<file path="src/rtl/ysyx_22040931_ifu_bus.sv">
// ---------------------------------------------------------------------------
// ysyx_22040931_ifu_bus
//
// Instruction-fetch bus unit. It takes one fetch request from the IF stage,
// issues one read on an AXI-lite style AR/R bus, and extracts the 32-bit
// instruction from the 64-bit beat. It then holds that instruction for IF/ID
// until the valid/ready handshake completes. At most one bus transaction is
// outstanding. A flush kills the current fetch, and any beat still owed by
// the bus is consumed and thrown away before a new address is issued.
//
// Ports
//   clock       : clock, all state on posedge
//   reset       : asynchronous, active-low reset
//   req_valid   : fetch request from IF
//   req_pc      : fetch address
//   req_ready   : request accepted this cycle (combinational)
//   flush       : redirect, kill current / in-flight fetch
//   resp_valid  : instruction available to IF/ID
//   resp_ready  : IF/ID consumes the response
//   resp_instr  : fetched instruction (0 on error)
//   resp_pc     : PC of resp_instr
//   resp_err    : bus error or misaligned PC
//   ar_valid    : read-address valid
//   ar_addr     : read address, 8-byte aligned
//   ar_ready    : bus accepts address
//   r_valid     : read data valid
//   r_data      : read data beat
//   r_resp      : 0 = OKAY, otherwise error
//   r_ready     : unit accepts read data
// ---------------------------------------------------------------------------
module ysyx_22040931_ifu_bus #(
    parameter int PC_W   = 64,
    parameter int DATA_W = 64,
    parameter int INST_W = 32
) (
    input  logic              clock,
    input  logic              reset,

    input  logic              req_valid,
    input  logic [PC_W-1:0]   req_pc,
    output logic              req_ready,
    input  logic              flush,

    output logic              resp_valid,
    input  logic              resp_ready,
    output logic [INST_W-1:0] resp_instr,
    output logic [PC_W-1:0]   resp_pc,
    output logic              resp_err,

    output logic              ar_valid,
    output logic [PC_W-1:0]   ar_addr,
    input  logic              ar_ready,

    input  logic              r_valid,
    input  logic [DATA_W-1:0] r_data,
    input  logic [1:0]        r_resp,
    output logic              r_ready
);

    localparam logic [2:0] S_IDLE = 3'd0;
    localparam logic [2:0] S_ADDR = 3'd1;
    localparam logic [2:0] S_DATA = 3'd2;
    localparam logic [2:0] S_HOLD = 3'd3;
    localparam logic [2:0] S_DROP = 3'd4;

    logic [2:0]        state;
    logic [PC_W-1:0]   pc_q;
    // Set when a flush lands while the address is still waiting for ar_ready;
    // the address cannot be withdrawn, so the beat it produces must be dropped.
    logic              drop_q;
    logic [PC_W-1:0]   ar_addr_q;
    logic [INST_W-1:0] resp_instr_q;
    logic [PC_W-1:0]   resp_pc_q;
    logic              resp_err_q;

    logic              accept;
    logic              misaligned;
    logic              bus_err;

    // Pick the 32-bit half of the beat addressed by pc[2].
    function automatic logic [INST_W-1:0] select_instr(input logic upper,
                                                       input logic [DATA_W-1:0] beat);
        if (upper)
            return beat[2*INST_W-1:INST_W];
        return beat[INST_W-1:0];
    endfunction

    // reset is folded in so req_ready stays 0 while reset is asserted.
    assign req_ready  = reset && !flush &&
                        ((state == S_IDLE) || ((state == S_HOLD) && resp_ready));
    assign accept     = req_valid && req_ready;
    assign misaligned = (req_pc[1:0] != 2'b00);
    assign bus_err    = (r_resp != 2'b00);

    assign ar_valid   = (state == S_ADDR);
    assign ar_addr    = ar_addr_q;
    assign r_ready    = (state == S_DATA) || (state == S_DROP);
    assign resp_valid = (state == S_HOLD);
    assign resp_instr = resp_instr_q;
    assign resp_pc    = resp_pc_q;
    assign resp_err   = resp_err_q;

    always_ff @(posedge clock or negedge reset) begin
        if (!reset) begin
            state        <= S_IDLE;
            pc_q         <= '0;
            drop_q       <= 1'b0;
            ar_addr_q    <= '0;
            resp_instr_q <= '0;
            resp_pc_q    <= '0;
            resp_err_q   <= 1'b0;
        end else if (accept) begin
            // accept only happens in IDLE, or in HOLD while the response is
            // being consumed, so it takes precedence over the per-state moves.
            if (misaligned) begin
                state        <= S_HOLD;
                resp_instr_q <= '0;
                resp_pc_q    <= req_pc;
                resp_err_q   <= 1'b1;
            end else begin
                state     <= S_ADDR;
                pc_q      <= req_pc;
                ar_addr_q <= {req_pc[PC_W-1:3], 3'b000};
                drop_q    <= 1'b0;
            end
        end else begin
            case (state)
                S_IDLE: ;
                S_ADDR: begin
                    if (ar_ready) begin
                        state  <= (drop_q || flush) ? S_DROP : S_DATA;
                        drop_q <= 1'b0;
                    end else if (flush) begin
                        drop_q <= 1'b1;
                    end
                end
                S_DATA: begin
                    if (flush) begin
                        // Beat arriving with the flush is consumed here; otherwise
                        // it is still owed and DROP waits for it.
                        state <= r_valid ? S_IDLE : S_DROP;
                    end else if (r_valid) begin
                        state        <= S_HOLD;
                        resp_pc_q    <= pc_q;
                        resp_err_q   <= bus_err;
                        resp_instr_q <= bus_err ? '0 : select_instr(pc_q[2], r_data);
                    end
                end
                S_DROP: begin
                    if (r_valid)
                        state <= S_IDLE;
                end
                S_HOLD: begin
                    if (flush || resp_ready)
                        state <= S_IDLE;
                end
                default: state <= S_IDLE;
            endcase
        end
    end

endmodule

</file>
<file path="config.mk">
export PLATFORM = sky130hd
export DESIGN_NAME = ysyx_22040931_ifu_bus
export DESIGN_NICKNAME = d
export VERILOG_FILES = /design/src/rtl/ysyx_22040931_ifu_bus.sv
export SDC_FILE = /design/constraint.sdc
export NUM_CORES = 1
export LEC_CHECK = 0
export ABC_AREA = 1
export CORE_UTILIZATION = 35
export DETAILED_ROUTE_END_ITERATION = 12
export PLACE_DENSITY = 0.67
export SETUP_SLACK_MARGIN = 0.05
export SLEW_MARGIN = 5
export SYNTH_ARGS = -nofsm -noshare
export SYNTH_HDL_FRONTEND = slang
export SYNTH_SLANG_ARGS = --single-unit
</file>
<file path="constraint.sdc">
create_clock -name clock -period 1.55 [get_ports clock]
set_input_delay 0.31 -clock clock [delete_from_list [all_inputs] [get_ports clock]]
set_output_delay 0.31 -clock clock [all_outputs]
set_load 0.05 [all_outputs]
</file>
# ---- After elaboration in Yosys (flattened, before gate mapping)
# Index checks and enable logic that the tools add are counted.
dict set report word_totals {
  ff_bits 226
  inputBits 137
  word_cells 78
  out_inout_bits 165
}
dict set report classes {
  n_reduce_logical 20
  mux 38
  eq_ne 12
  bitwise 1
}
# cell count
set ops {}
lappend ops {{64-bit 2-to-1 mux} 5}
lappend ops {{32-bit 2-to-1 mux} 8}
lappend ops {{3-bit 2-to-1 mux} 8}
lappend ops {{1-bit 2-to-1 mux} 15}
lappend ops {{3-bit one-hot mux with 5 select lines} 1}
lappend ops {{2-bit nonzero test} 5}
lappend ops {{3-bit by 2-bit == test with 1-bit output (second input constant)} 2}
lappend ops {{3-bit by 1-bit inequality test with 1-bit output (second input constant)} 2}
lappend ops {{5-bit AND reduction} 1}
lappend ops {{1-bit logical AND} 4}
lappend ops {{1-bit logical OR} 4}
lappend ops {{2-bit by 1-bit inequality test with 1-bit output (second input constant)} 2}
lappend ops {{2-bit inequality test (second input constant)} 2}
lappend ops {{4-bit inequality test (second input constant)} 1}
lappend ops {{4-bit AND reduction} 1}
lappend ops {{3-bit by 1-bit == test with 1-bit output (second input constant)} 1}
lappend ops {{3-bit == test (second input constant)} 1}
lappend ops {{3-bit logical NOT} 1}
lappend ops {{3-bit inequality test (second input constant)} 1}
lappend ops {{3-bit AND reduction} 1}
lappend ops {{3-bit nonzero test} 1}
lappend ops {{2-bit 2-to-1 mux} 1}
lappend ops {{2-bit AND reduction} 1}
lappend ops {{1-bit logical NOT} 1}
lappend ops {{1-bit NOT} 1}

# ---- Longest topological paths before layout
# Gate-level depths: netlist (run 1).
dict set report depth {
  ltp_word 12
  ltp_mapped 10
  ltp_nobuf 9
}

# ---- Least setup slack after synthesis (run 1)
# No wires, ideal clock.
dict set report synth_path {
  path_kind {input to register}
  from {input port reset}
  to {register resp_pc_q[0], in the netlist resp_pc[0]}
  path_buffers 1
  arrival_time_ns 2.249
  stages 8
  setup_slack_ns -0.764
  setup_ns 0.065
  required_ns 1.485
  cell_sequence {inv_1 -> nor2_2 -> buf_2 -> a21boi_0 -> nand3_1 -> nand2_1 -> nand2_1 -> nand2_1}
}
dict set report synth_via {
  elab_chain_len 5
  elab_cells_between_ends 9
  classes_between {2 x eq/ne; 1 x mux; 6 x reduce/logical}
}
# item line_no
set synth_rtl {}
lappend synth_rtl {{from (decl)} 37} ;# input logic reset,
lappend synth_rtl {{1-bit logical AND (*) (2 in a row)} 89} ;# assign req_ready = reset && !flush &&
lappend synth_rtl {{via req_ready} 41} ;# output logic req_ready,
lappend synth_rtl {{1-bit logical AND (*)} 91} ;# assign accept = req_valid && req_ready;
lappend synth_rtl {{2-bit by 1-bit inequality test with 1-bit output (no source line) / 2-bit nonzero test (equally long branches)} n/a}
lappend synth_rtl {{4-bit AND reduction (no source line)} n/a}
lappend synth_rtl {{to (signal assigned)} 118} ;# resp_pc_q <= req_pc;
lappend synth_rtl {{to (signal assigned)} 144} ;# resp_pc_q <= pc_q;
lappend synth_rtl {{to (decl)} 73} ;# logic [PC_W-1:0] resp_pc_q;
# Mark *: on every way through the listed nets, which the timed path passes. The rest lies on a longest branch.
# A chain may end at the register's enable or synchronous reset.

# ---- Worst setup path in the final report (run 1)
dict set report layout_path {
  from {register state[2]}
  to {output port req_ready}
}
dict set report layout_via {
  elab_chain_len 4
  elab_cells_between_ends 5
  classes_between {1 x eq/ne; 4 x reduce/logical}
}
# item line_no
set layout_rtl {}
lappend layout_rtl {{from (decl)} 66} ;# logic [2:0] state;
lappend layout_rtl {{from (signal assigned)} 131} ;# state <= (drop_q || flush) ? S_DROP : S_DATA;
lappend layout_rtl {{from (signal assigned)} 141} ;# state <= r_valid ? S_IDLE : S_DROP;
lappend layout_rtl {{3-bit by 2-bit == test with 1-bit output} 90} ;# ((state == S_IDLE) || ((state == S_HOLD) && resp_ready));
lappend layout_rtl {{1-bit logical AND} 90}
lappend layout_rtl {{1-bit logical OR (*)} 90}
lappend layout_rtl {{1-bit logical AND (*)} 89}
lappend layout_rtl {{to (decl)} 41}
# Every way passes the cells marked *; elsewhere a longest branch is shown, timed or not.

==> metrics, run 1 <==
share of the synthesized area in the top cell type 46.5%; Yosys top cell by area dfrtp_1; drt pass-1 iters 5; post-route insts no fill 1,874; Cell Chain, Critical Path inv_2, buf_4, nand3_4, buf_6, a21boi_4, buf_12; Final Hold Viols 0; number of port buffers 298; Routed Antenna Nets 0; Final Critical Period 1.89 ns; Setup CP Type flip-flop to output port; final net count 1,672; Critical Path Sink Type output port; CTS max path bufs 2; Seq pwr share 23.5%; Placed Cells 1,742; Hold/Removal Path Class primary input to async pin; count of warnings emitted by yosys 0; pin count of the biggest net entering global routing 84; total power 38,500 uW; Synth Register Bits 165; violated checks setup timing; final setup violation count 168; DR vias 9,836; skew final 0.0140 ns; I/O pins 302; CTS Buf Count 17; Slew Limit Fails 0; gr ovfl total 0; Placer Congestion 0.810; core area 0.0246 mm2; Vias/cell 5.25; static leakage 0.00887 uW; clock power share 11.3%; Post-Synthesis Cells 1,207; Critical Path Fanout Max 4; Place WS -0.492 ns; CP max stage delay 0.39 ns; initial antenna violation count 2; layout cell share with drive strength beyond 1 46.7%; logic gate share of total power 65.2%; vias in the first global route 9,776; Required @ worst endpoint 1.24 ns; final WL 40,100 um; global-route wire length before repair 55,900 um; f_max 528 MHz; status complete, but fails checks; CTS tree done; Sw Ratio 46.9%; max cap viols 0; clk_lat worst skew 0.43 ns; post-synth cell types 22; CP arrival 1.58 ns; all-layer global routing usage 28.0%; cell area after synthesis 0.00888 mm2; drt drc 0; Worst path slowest cell dfrtp_1; DR WL/cell 21.4 um; VDD IR-drop max 1.24 mV; sequential area share after synthesis 46.5%; switching power 18,100 uW; initial drt markers 757; die width 161 um; DIE AREA 0.0260 mm2; post-synthesis average cell area 7.36 um2; Clock Sink Count 165; Die Height 161 um; CP Launch Type flip-flop; worst setup margin -0.344 ns; Clock H-tree levels 4; DP HPWL 19,900 um; main area contributors after synthesis dfrtp_1 (46%), nand2_1 (19%), buf_4 (5.8%); ratio of final minimum period to clock period 122%; Layout area overhead 105%; pwr/cell area 2110 mW/mm2; unrepaired setup endpoints after global routing yes; CTS root buf clkbuf_16; FP Rows 57; Power Internal 20,500 uW; Clock transition at path regs 0.08 ns; Initial Utilization 36.1%
==> critical path: cells and delay by family (launching register included) <==
kind | cells | cell delay (ns)
simple gates | 1 | 0.06
flops | 1 | 0.39
buf+inv | 4 | 0.51
compound gates | 1 | 0.20
==> sequential cells by signal (all words and copies together) (netlist names) <==
register	flops
drop_q	1
pc_q	64
resp_pc	64
resp_err	1
state	3
resp_instr	32
==> per-layer routing <==
metal  up-vias  share of wire [%]  track usage [%]
met4         0                3.6             11.0
met1      4840                 39             33.8
met5         -                  0                0
met2       447                 50             47.1
met3       103                7.9             7.78
li1       4446                  -                -
==> power by group through the flow <==
stage | sequential [uW] | combinational (uW) | clock (uW)
2_1_floorplan | 10900 | 7710 | 0
4_1_cts | 8540 | 23200 | 4380
3_5_place_dp | 8360 | 20100 | 0
6_report | 9070 | 25100 | 4350
5_1_grt | 9290 | 26100 | 4560
3_3_place_gp | 8340 | 19800 | 0
==> per-stage QoR <==
stage                     cell area [um2]  utilization (%)  TNS, ns  hold slack, ns
after floorplan                      8940                -    -1.10          0.0144
after global placement              13700             55.9   -62.53           0.327
after detailed placement            13700             55.9   -73.01           0.334
after CTS                           16900             68.6   -36.87           0.421
after global routing                18200             74.2   -56.41           0.455
final                               18300             74.2   -40.12           0.447
==> cell type report <==
| type | count | area, um2 |
|---|---|---|
| timing repair buffer | 457 | 7530 |
| tap | 324 | 405 |
| inverter | 138 | 518 |
| antenna | 2 | 5.00 |
| fill | 1592 | 6350 |
| clock inverter | 13 | 134 |
| clock buffer | 19 | 453 |
| multi-input combinational | 756 | 5080 |
| sequential | 165 | 4130 |
==> kinds of logic (layout without fill, tap and decap cells) <==
kind of cell | count (synthesis) | after routing | synth area share, %
buffers and inverters | 288 | 627 | 15.6
and+or+nand+nor | 653 | 653 | 31.2
DFF | 165 | 165 | 46.5
other | 1 | 5 | 0.0422
AOI/OAI and AO/OA | 100 | 100 | 6.72
==> cell usage after synthesis <==
| master | count |
|---|---|
| o21ai_4 | 1 |
| nand2_1 | 438 |
| nand4_1 | 65 |
| buf_1 | 1 |
| nor3_1 | 1 |
| inv_1 | 137 |
| inv_2 | 1 |
| nand3_1 | 103 |
| a211oi_1 | 32 |
| dfrtp_1 | 165 |
| nor2_2 | 1 |
| o21bai_1 | 1 |
| buf_2 | 33 |
| a21boi_0 | 1 |
| nor2_1 | 41 |
| nand2_2 | 1 |
| nand4_4 | 1 |
| or2_2 | 2 |
| clkbuf_1 | 47 |
| conb_1 | 1 |
| buf_4 | 69 |
| o21ai_0 | 65 |
==> repair_timing <==
item / CTS / global route
setup endpoints to repair: 168 / 169
pin swaps: 74 / 129
gates resized for setup: 288 / 338
gates cloned: 49 / 19
buffers inserted: 32 / 15
hold buffers: 1 / 0
hold endpoints to repair: 21 / 0
==> cell usage in the layout, fill, tap and decap left out, types with 3 or more instances in the layout <==
cell type and count:
a211oi_1 32, buf_12 203, buf_16 40, buf_4 39, buf_6 11, buf_8 12
clkbuf_16 32, clkdlybuf4s50_1 134, clkinvlp_4 5, conb_1 3, dfrtp_1 162, dfrtp_2 3
inv_1 131, inv_2 7, inv_6 4, nand2_1 216, nand2_2 128, nand2_4 94
nand3_1 16, nand3_2 82, nand3_4 5, nand4_1 65, nor2_1 39, o21ai_0 3
o21ai_1 21, o21ai_2 41
==> path summary, 6_finish.rpt <==
path / cells past startpoint / end / slack (ns) / start
max in group asynchronous: 4 / resp_pc[61] / 0.30 / reset
worst min register to register: 2 / resp_instr[16] / 0.48 / resp_instr[16]
worst max register to register: 10 / resp_pc[34] / -0.33 / state[2]
worst min-delay path: 3 / pc_q[42] / 0.45 / reset
min in group clock: 3 / pc_q[31] / 0.45 / req_pc[31]
worst max-delay path: 6 / req_ready / -0.34 / state[2]
Note: power is estimated with default switching activity, not from simulation.
==> run 2: changes to the inputs <==
Settings changed: ABC_AREA 1 to not set, PLACE_DENSITY 0.67 to 0.69.
Clock period 1.55 ns to 1.58 ns, I/O delays scaled along.
==> run 2 against run 1 <==
  * Critical endpoint is now resp_instr[12]
  * Clock power down 3%
  * Synthesized cell count fell by 51%
  * Wire length down 39%
  * Via count is 39% lower
  * Global-route usage down 8.2 points
  * Register-to-register slack got worse by 0.06 ns
  * Largest power group unchanged
  * Core utilization decreased by 15 points
  * Largest cell class unchanged
  * Highest routed layer unchanged
  * The flow still finishes with violations (setup timing)
  * Sequential share of layout area increased by 10 points
  * Sequential power shrank 19%
==> metrics, run 2 <==
Diodes inserted 0 (-2); Clock Sink Count 165 (unchanged); final net count 989 (-41%); Clock transition at path regs 0.07 ns (about the same); initial drt markers 192 (-75%); drt pass-1 iters 4 (-1); Critical Path Sink Type flip-flop; Final Hold Viols 0 (unchanged); met2 Resource Use GR 31.4% (-16 points); initial antenna violation count 0 (-2); CTS max path bufs 2 (unchanged); all-layer global routing usage 19.8% (-8.2 points); Critical Path Fanout Max 8 (+4); I/O pins 302 (unchanged); skew final 0.00858 ns (-0.00538 ns); violated checks setup timing; DIE AREA 0.0225 mm2 (-14%); post-synthesis average cell area 13.0 um2 (+77%); sequential area share after synthesis 53.9% (+7.4 points); CTS Buf Count 17 (unchanged); CTS tree done; Cell Chain, Critical Path buf_4, nand3_2, a2111o_2, buf_6, o21ai_4, clkbuf_16, o2bb2ai_2; hold slack 0.185 ns (-0.262 ns); Clock H-tree levels 4 (unchanged); FP Rows 53 (-7.0%); DR vias 5,986 (-39%); layout cell share with drive strength beyond 1 44.4% (-2.3 points); Final Critical Period 1.97 ns; VDD IR-drop max 1.42 mV (+15%); f_max 508 MHz; vias in the first global route 5,892 (-40%); Die Height 150 um (-7.1%); post-synth cell types 40 (+82%); die width 150 um (-7.1%); ratio of final minimum period to clock period 125%; static leakage 0.00563 uW (-36%); number of synthesized flops with an enable pin 0 (unchanged); Post-synth top cells dfrtp_1 (165), buf_4 (64), a2bb2oi_1 (62), o22ai_1 (62), mux2_4 (50); core area 0.0212 mm2 (-14%); Placer Congestion 0.864 (+6.6%); CP Launch Type flip-flop; Layout area overhead 63.9%; Setup CP Type flip-flop to flip-flop; clk_lat worst skew 0.42 ns (about the same); pin count of the biggest net entering global routing 166 (+98%); Vias/cell 5.25 (about the same); cell area after synthesis 0.00766 mm2 (-14%); drt drc 0 (unchanged); Post-Synthesis Cells 587 (-51%); global-route wire length before repair 33,900 um (-39%); CP arrival 2.31 ns (+0.73 ns); unrepaired setup endpoints after global routing yes; CTS root buf clkbuf_16; busiest grt layer met2; final setup violation count 167 (-0.60%); count leader, synth dfrtp_1; predominant post-synthesis flop cell dfrtp_1; Initial Utilization 36.1% (about the same); slew at the pin closest to its max-slew limit 0.914 ns; setup TNS -56.89 ns (-16.77 ns); Routed Antenna Nets 0 (unchanged); cts hold-fix bufs 0 (-1); M3 GR Usage 5.95% (-1.8 points); number of port buffers 298 (unchanged); met1 Track Usage GR 25.5% (-8.4 points); Required @ worst endpoint 1.93 ns (+0.69 ns); main area contributors after synthesis dfrtp_1 (54%), mux2_4 (9.8%), a2bb2oi_1 (7.1%); pwr/cell area 2030 mW/mm2 (-3.7%); status complete, but fails checks; most frequent cells in the layout dfrtp_1 (164), clkdlybuf4s50_1 (135), buf_4 (115); gr ovfl total 0 (unchanged); Worst path slowest cell a2111o_2; Relative slew margins 39.0%; worst setup margin -0.388 ns (-0.0443 ns); most common cell after layout, fill and taps aside dfrtp_1; asr flop ratio synth 100% (unchanged); Synth Register Bits 165 (unchanged); Yosys top cell by area dfrtp_1; final WL 24,300 um (-39%); Slew Limit Fails 0 (unchanged); DR WL/cell 21.3 um (-0.17%); CP max stage delay 0.60 ns (+0.21 ns); Hold/Removal Path Class primary input to async pin; share of the synthesized area in the top cell type 53.9% (+7.4 points); count of warnings emitted by yosys 0 (unchanged); max cap viols 0 (unchanged); DP HPWL 15,000 um (-25%)
==> run 2: path summary, 6_finish.rpt <==
check / start / endpoint / slack, ns / cells past startpoint
worst max-delay path: state[1] / resp_instr[12] / -0.39 / 7
max in group asynchronous: reset / pc_q[2] / 0.66 / 3
min in group clock: resp_instr[15] / resp_instr[15] / 0.49 / 1
worst min-delay path: reset / pc_q[55] / 0.19 / 3
worst min register to register: resp_instr[15] / resp_instr[15] / 0.49 / 1
worst max register to register: state[1] / resp_instr[12] / -0.39 / 7
==> run 2: area by class of cell <==
class	count	area [um2]
Clock buffer	19	443
Clock inverter	13	145
Fill cell	1670	8670
Inverter	5	21.3
Multi-Input combinational cell	307	3230
Sequential cell	165	4130
Tap cell	275	344
Timing Repair Buffer	356	4240
==> run 2: what timing repair did <==
| action | CTS | global route |
|---|---|---|
| gates resized for setup | 32 | 61 |
| gates cloned | 1 | 10 |
| endpoints found under the setup margin | 168 | 169 |
| pin swaps | 7 | 6 |
| setup buffers | 1 | 9 |
==> run 2: stage by stage <==
step | setup WS [ns] | utilization, % | total power [uW] | cell area, um2 | std cells
global placement | -0.601 | 52.6 | 20700 | 11200 | 1087
global route | -0.443 | 59.1 | 26500 | 12500 | 1140
detailed placement | -0.640 | 52.6 | 20800 | 11200 | 1087
floorplan | -0.216 | - | 15600 | 7760 | 589
CTS | -0.388 | 56.3 | 25300 | 11900 | 1121
finish | -0.388 | 59.1 | 25500 | 12500 | 1140
==> run 2: power breakdown <==
part	internal (uW)	switching (uW)	total (uW)
registers	5760	1620	7380
logic	6280	7660	13900
clock network	2400	1810	4200
total	14400	11100	25500
==> run 2: kinds of logic (layout without fill, tap and decap cells) <==
group                  Yosys count  in the layout  synth area share (%)
muxes                           95             95                  15.9
and+or+nand+nor                 30             30                  2.34
AOI/OAI and AO/OA              178            179                  17.9
DFF                            165            165                  53.9
other                            1              3                0.0490
buffers and inverters          118            393                  9.92
==> run 2: per-layer routing <==
layer,vias up,part of all wire (%)
met2,228,48
met3,35,6.9
met4,0,2.0
met1,3028,43
li1,2695,-
met5,-,0
==> run 2: worst max-delay path: cells and delay by family (launching register included) <==
family,cells,cell delay [ns]
compound gates,3,0.84
buf+inv,3,0.55
simple gates,1,0.10
flops,1,0.41
